[config.mk]
export PLATFORM = sky130hd
export DESIGN_NAME = demux8_reg
export DESIGN_NICKNAME = d
export VERILOG_FILES = /design/src/rtl/demux8_reg.sv
export SDC_FILE = /design/constraint.sdc
export NUM_CORES = 1
export LEC_CHECK = 0
export BUFFER_PORTS_ARGS = -buffer_cell sky130_fd_sc_hd__buf_4
export CAP_MARGIN = 20
export CORE_MARGIN = 5
export CORE_UTILIZATION = 46
export CTS_BUF_LIST = sky130_fd_sc_hd__clkbuf_4 sky130_fd_sc_hd__clkbuf_8 sky130_fd_sc_hd__clkbuf_16
export DETAILED_ROUTE_END_ITERATION = 6
export PLACE_DENSITY_LB_ADDON = 0.3
export SLEW_MARGIN = 10
export SYNTH_ARGS = -nofsm -noshare
export SYNTH_HDL_FRONTEND = slang
export SYNTH_SLANG_ARGS = --single-unit
[constraint.sdc]
create_clock -name clk -period 7.85 [get_ports clk]
set_input_delay 0.785 -clock clk [delete_from_list [all_inputs] [get_ports clk]]
set_output_delay 0.785 -clock clk [all_outputs]
set_load 0.02 [all_outputs]
[src/rtl/demux8_reg.sv]
`default_nettype none
// ============================================================================
// Module      : demux8_reg
// Description : Registered 1-to-8 demultiplexer with valid/ready handshakes.
//               One single-entry buffer per destination channel.
// Revision    : 1.0 - initial release
// ============================================================================
module demux8_reg #(
    parameter int N = 32
) (
    input  logic         clk,
    input  logic         rst,
    input  logic [N-1:0] in_data,
    input  logic [2:0]   in_sel,
    input  logic         in_valid,
    output logic         in_ready,
    output logic [N-1:0] out0,
    output logic [N-1:0] out1,
    output logic [N-1:0] out2,
    output logic [N-1:0] out3,
    output logic [N-1:0] out4,
    output logic [N-1:0] out5,
    output logic [N-1:0] out6,
    output logic [N-1:0] out7,
    output logic [7:0]   out_valid,
    input  logic [7:0]   out_ready,
    output logic         busy
);

    logic [N-1:0] r_buf [8];
    logic [7:0]   r_full;
    logic         w_accept;

    // A full channel can still take a word when its consumer drains this cycle.
    assign in_ready = !r_full[in_sel] || out_ready[in_sel];
    assign w_accept = in_valid && in_ready;

    always_ff @(posedge clk or posedge rst) begin
        if (rst) begin
            r_full <= 8'h00;
            for (int i = 0; i < 8; i++) begin
                r_buf[i] <= '0;
            end
        end else begin
            for (int i = 0; i < 8; i++) begin
                if (w_accept && (in_sel == 3'(i))) begin
                    r_buf[i]  <= in_data;
                    r_full[i] <= 1'b1;
                end else if (out_ready[i]) begin
                    // Buffer keeps its stale word; only the flag clears.
                    r_full[i] <= 1'b0;
                end
            end
        end
    end

    assign out0      = r_buf[0];
    assign out1      = r_buf[1];
    assign out2      = r_buf[2];
    assign out3      = r_buf[3];
    assign out4      = r_buf[4];
    assign out5      = r_buf[5];
    assign out6      = r_buf[6];
    assign out7      = r_buf[7];
    assign out_valid = r_full;
    assign busy      = |r_full;

endmodule
`default_nettype wire

==> results of run 1 <==
## where the power goes
part | switching, W | internal, W
Clock | 0.000524 | 0.000899
Combinational | 0.000695 | 0.000607
Sequential | 0.000164 | 0.00166
Total | 0.00138 | 0.00317
## flip-flops by register name, indices dropped and copies added, names as in the netlist
| register | count |
|---|---|
| out0 | 32 |
| out1 | 32 |
| out2 | 32 |
| out3 | 32 |
| out4 | 32 |
| out5 | 32 |
| out6 | 32 |
| out7 | 32 |
| out_valid | 8 |
## layout make-up
class / instances / area [µm²] / area share [%]
Inverter: 1 / 7.51 / 0.0552
Multi-Input combinational cell: 295 / 3200 / 23.5
Clock buffer: 42 / 873 / 6.42
Tap cell: 275 / 344 / 2.53
Clock inverter: 9 / 153 / 1.12
Timing Repair Buffer: 320 / 2410 / 17.8
Sequential cell: 264 / 6610 / 48.6
## layer usage
metal / wire length [µm] / GRT usage (%)
met4: 409 / 4.14
met2: 12900 / 35.1
met1: 11000 / 28.1
met3: 2500 / 7.12
met5: 0 / 0
## logic make-up (layout without fill, tap and decap cells)
kind of cell,count (synthesis),after routing
and+or+nand+nor,33,33
muxes,259,259
DFF,264,264
buffers and inverters,29,372
AOI/OAI and AO/OA,3,3
## cells in the mapped netlist
| cell type | instances | area, µm² |
|---|---|---|
| dfrtp_1 | 264 | 6610 |
| mux2_2 | 221 | 2490 |
| mux2_1 | 36 | 405 |
| buf_4 | 16 | 120 |
| buf_2 | 10 | 50.1 |
| nand2_1 | 9 | 33.8 |
| nand2b_1 | 9 | 56.3 |
| o21ai_0 | 3 | 15.0 |
| mux4_2 | 2 | 45.0 |
| nand3_1 | 2 | 10.0 |
| nor3b_4 | 2 | 37.5 |
| nor4_1 | 2 | 12.5 |
| and3_1 | 1 | 6.26 |
| and4_1 | 1 | 8.76 |
| clkbuf_1 | 1 | 3.75 |
| clkbuf_2 | 1 | 5.00 |
| inv_1 | 1 | 3.75 |
| nand4_2 | 1 | 12.5 |
| nand4b_1 | 1 | 8.76 |
| nand4b_2 | 1 | 15.0 |
| nor2_1 | 1 | 3.75 |
| nor2b_1 | 1 | 6.26 |
| nor2b_2 | 1 | 8.76 |
| nor2b_4 | 1 | 13.8 |
## worst paths after layout
check,end,start
max,in_ready,out_ready[3]
min,out2[23],rst
max reg2reg,out1[28],out_valid[1]
min reg2reg,out4[1],out4[1]
max in group asynchronous,out3[11],rst
min in group clk,out4[1],out4[1]
## stage by stage
stage	instance area, µm²	instances	utilization (%)	hold slack [ns]	power, W
6_report	13600	1206	64.1	0.413	0.00455
3_3_place_gp	12600	1155	59.3	0.470	0.00313
3_5_place_dp	12600	1155	59.3	0.480	0.00317
4_1_cts	13600	1206	64.1	0.421	0.00461
2_1_floorplan	9980	588	-	0.609	0.00251
5_1_grt	13600	1206	64.1	0.474	0.00476
==> out/summary.txt, run 1 <==
R2R setup slack: 5.74 ns
Cell depth of the worst flop-to-flop path: 4
RSZ-0062 raised after global routing: no
Peak supply drop: 188 µV
Fmax: 0.359 GHz
Critical-path top delay cell: mux4_2
Clock Root Buffer: clkbuf_16
Nets: 956
Post-CTS setup buffers: 0
Ant. Diodes: 0
DRT Wirelength: 26900 µm
Mux cell area share after synthesis: 29.5%
Synthesized Nets: 634
Most frequent cells in the layout: 319 x buf_4, 264 x dfrtp_1, 221 x mux2_2
Grt ovf: 0
Power Density: 335 nW/µm²
Critical path depth: 5
Total GRT Usage: 21.3%
FF+latch count, synth: 264
Worst setup EP type: primary output
HPWL after DPL: 18200 µm
Total number of yosys warnings: 0
Die width: 157 µm
CP delay by family, top: multiplexers
Final slew viol count: 0
Cell Area, Synth: 9980 µm²
Initial Util: 47.0%
Clock slew at reported path FFs: 0.06 ns
Syn Area/Cell: 17.0 µm²
PostCTS Resize Cnt: 0
Post-Synth Simple-Gate Area: 2.35%
Per-cell routed wire length: 22.3 µm
Clock sink total: 264
I/O pins: 312
Core area: 21200 µm²
DRT Pass-1 Iters: 4
CTS tree: done
Remaining DRCs: 0
Fraction of layout instances using a drive strength above 1: 64.9%
Die Area: 24700 µm²
Crit Path Category: in -> out
Die Ht: 157 µm
Pin count of the biggest net entering global routing: 175
Crit-path cells: buf_4 -> nand2b_1 -> mux4_2 -> mux2_2 -> buf_4
Row count: 53
Global-route wire length before repair: 40700 µm
Final ANT Viol Nets: 0
Placement Setup Slack: 5.08 ns
Final setup fails: 0
Post-synthesis cell type count: 24
Worst slew pin tran: 1.06 ns
Buf/Inv on CP: 2
Crit Path Max Fanout: 3
Hold Path Class: in -> async
Top cell by count, worst path: buf_4
Clock Path Buffers: 3
CTS H-tree lvls: 1
Final Cycle Share: 35.4%
GPL Wtd Cong: 0.793
Critical path required time: 7.07 ns
Leak: 6.44 nW
Worst skew pair latency: 0.52 ns
Maxcap violations: 0
Post-Synth Adder-Cell Area: 0%
Vias in the first global route: 6655
DR iter-0 viols: 226
DR vias: 6238
Sequential fraction of the synthesis area: 66.2%
CP Launch Type: input pin
Setup TNS: 0 ns
Worst path max stage delay: 0.49 ns
Xor/xnor cell area share of the yosys netlist: 0%
CTS hold repair buffers: 0
Post-layout minimum cycle time: 2.78 ns
Commonest non-fill, non-tap cell in the layout: buf_4
Largest family of logic cells by synthesized area: multiplexers
Port bufs: 311
Area grow syn2layout: 36.3%
Layout filler cell count: 1604
Count of final hold-check violations: 0
Arrival @ worst endpoint: 2.00 ns
Post-synthesis compound-gate area fraction: 0.150%
Status: complete, no violations
Layout Skew: 0.00736 ns
Slew margin rel.: 29.1%
Initial antenna violation count: 0
TritonCTS buffer count: 28
Vias per cell: 5.17
Synth Instances: 588
Fin worst setup slack: 5.07 ns
Note: power is estimated with default switching activity, not from simulation.
==> run 2, diff against run 1 <==
- ABC_AREA: unset -> 1
- CORE_UTILIZATION: 46 -> 52
- clock period: 7.85 -> 2.74 ns (I/O delays scaled with it)
==> run 2 against run 1 <==
Compared with the run above: utilization rose by 6.2 points; clock power rose to 2.7 times the previous value; global-route usage up 8.6 points; synthesized cell count up 110%; critical path type is now reg -> out; largest power group unchanged.
==> out/summary.txt, run 2 <==
Status: complete, no violations
Initial antenna violation count: 0 (unchanged)
R2R setup slack: 0.71 ns (-5.03 ns)
RSZ-0062 raised after global routing: no
Remaining DRCs: 0 (unchanged)
Critical path depth: 8 (+3)
Critical path required time: 2.47 ns (-4.60 ns)
Crit Path Category: reg -> out
Synth Flop Type: dfrtp_1
Vias per cell: 5.58 (+7.8%)
DRT Wirelength: 36600 µm (+36%)
Syn Area/Cell: 8.81 µm² (-48%)
Ys async rst share: 100% (unchanged)
Cell depth of the worst flop-to-flop path: 10 (+6)
Layout Skew: 0.00585 ns (-0.00151 ns)
Post-synthesis cell type count: 19 (-21%)
Fmax: 0.479 GHz
Commonest non-fill, non-tap cell in the layout: nand2_1
Fraction of layout instances using a drive strength above 1: 27.0% (-38 points)
Post-layout minimum cycle time: 2.09 ns
GPL Wtd Cong: 0.905 (+14%)
Area grow syn2layout: 32.7%
Commonest cells in the netlist: 529 x nand2_1, 266 x nand3_1, 264 x dfrtp_1
Grt ovf: 0 (unchanged)
Post-Place Cell Area: 13300 µm² (+5.5%)
Synth Instances: 1221 (+110%)
Pin count of the biggest net entering global routing: 107 (-39%)
DR vias: 9922 (+59%)
EDFF count, synth: 0 (unchanged)
Critical Path End: in_ready
Worst skew pair latency: 0.53 ns (about the same)
Ant. Diodes: 0 (unchanged)
Power Density: 921 nW/µm² (+180%)
I/O pins: 312 (unchanged)
FF+latch count, synth: 264 (unchanged)
Sequential fraction of the synthesis area: 61.4% (-4.8 points)
Post-synth top area share: 61.4% (-4.8 points)
Arrival @ worst endpoint: 1.81 ns (-0.19 ns)
Setup TNS: 0 ns (unchanged)
Global-route wire length before repair: 57000 µm (+40%)
Finished Cell Area: 14300 µm² (+4.9%)
Most frequent cells in the layout: 529 x nand2_1, 335 x buf_4, 266 x nand3_1
CP delay by family, top: simple AND/OR/NAND/NOR gates
Crit-path cells: nand2_1 -> nand2_1 -> nand2_1 -> nand2_1 -> nand3_2 -> nand2_2 -> inv_1 -> buf_4
Final ANT Viol Nets: 0 (unchanged)
Worst path max stage delay: 0.44 ns (-0.05 ns)
CTS H-tree lvls: 1 (unchanged)
DRT Pass-1 Iters: 7 (+3)
Clock sink total: 264 (unchanged)
Clock Root Buffer: clkbuf_16
CP Launch Type: flop
Per-cell routed wire length: 20.6 µm (-7.7%)
Initial Util: 53.0% (+6.0 points)
RR Endpoint: out3[18]
Nets: 1535 (+61%)
Clock slew at reported path FFs: 0.06 ns (about the same)
Tot Pwr: 0.0131 W (+190%)
Die width: 154 µm (-2.2%)
Final Cycle Share: 76.2%
HPWL after DPL: 24600 µm (+35%)
Row count: 52 (-1.9%)
Vias in the first global route: 9899 (+49%)
R2r startpoint: out_valid[1]
Leak: 7.88 nW (+22%)
Clock Path Buffers: 3 (unchanged)
Top cell by count, worst path: nand2_1
Final hold slack: 0.0261 ns (-0.387 ns)
Total GRT Usage: 30.0% (+8.6 points)
Final setup fails: 0 (unchanged)
Cell Area, Synth: 10800 µm² (+7.9%)
Post-CTS setup buffers: 0 (unchanged)
CTS tree: done
Top post-synthesis cells by area: dfrtp_1 61%, nand2_1 18%, nand3_1 12%
Maxcap violations: 0 (unchanged)
Synthesized Nets: 1267 (+100%)
TritonCTS buffer count: 26 (-7.1%)
Yosys top cell by area: dfrtp_1
Core area: 20300 µm² (-4.3%)
PostCTS Resize Cnt: 0 (unchanged)
Total number of yosys warnings: 0 (unchanged)
DR iter-0 viols: 811 (+260%)
Worst setup EP type: primary output
Hold Path Class: in -> reg
Port bufs: 311 (unchanged)
Critical-path top delay cell: dfrtp_1
Die Ht: 154 µm (-2.2%)
Buf/Inv on CP: 2 (unchanged)
Count of final hold-check violations: 0 (unchanged)
Worst slew pin tran: 0.588 ns (-0.475 ns)
Die Area: 23700 µm² (-4.3%)
CP startpoint: out_valid[1]
Final slew viol count: 0 (unchanged)
CTS hold repair buffers: 8 (+8)
Top-count cell post-synth: nand2_1
Peak supply drop: 597 µV (+220%)
Slew margin rel.: 60.7% (+32 points)
Crit Path Max Fanout: 9 (+6)
==> run 2: cell types whose count changed after synthesis, sizes merged, moves of 12 or more <==
cell    delta
mux2     -257
nand2    +523
inv       +14
nand3    +265
clkbuf    +64
nor2      +12
buf       +19
==> run 2: report_power, final <==
part           total, W  switching [W]  leakage [nW]  internal, W
Sequential      0.00537       0.000601          3.32      0.00476
Clock           0.00383        0.00150         0.473      0.00233
Combinational   0.00394        0.00238          4.09      0.00156
Total            0.0131        0.00448          7.88      0.00866
==> run 2: final cells by class <==
cell class	count	area [µm²]
sequential	264	6610
fill	1559	6030
multi-input combinational	831	3580
timing repair buffer	351	2760
clock buffer	40	817
tap	270	338
clock inverter	8	115
inverter	15	60.1
==> run 2: worst min path at each step <==
stage,endpoint,depth (start not counted),start,slack [ns]
after global routing,out_valid[1],4,out_ready[1],0.02
after global placement,out6[12],2,rst,0.29
final,out_valid[1],4,out_ready[1],0.03
after CTS,out_valid[1],4,out_ready[1],0.01
after floorplan,out_valid[0],1,out_ready[0],0.37
after detailed placement,out6[12],2,rst,0.29
==> run 2: metal layers <==
metal | global-route usage (%) | vias to the layer above | wire [µm]
li1 | - | 4425 | -
met1 | 40.1 | 4815 | 13900
met5 | 1.24 | - | 0
met2 | 48.8 | 598 | 17600
met3 | 6.41 | 84 | 3870
met4 | 10.4 | 0 | 1220
==> run 2: worst register-to-register path: stages, from the launching register on <==
cell	delay, ns
dfrtp_1	0.44
nand2_1	0.09
nand2_1	0.05
nand2_1	0.06
nand2_1	0.06
nand3_2	0.16
nand2_2	0.11
nor2_4	0.36
buf_4	0.41
nand3_1	0.14
nand2_1	0.09
==> run 2: kinds of logic (layout without fill, tap and decap cells) <==
kind of cell    count (synthesis)  count (layout)  synth area share (%)
compound gates                  8               8                 0.372
simple gates                  823             823                  32.4
buf+inv                       126             414                  5.87
flops                         264             264                  61.4
==> run 2: metrics by stage <==
stage          instances  setup WS, ns  util [%]
6_report            1779         0.651      70.3
3_5_place_dp        1723         0.559      65.3
2_1_floorplan       1221         -1.02         -
3_3_place_gp        1723         0.677      65.3
4_1_cts             1779         0.655      70.3
5_1_grt             1779         0.537      70.3
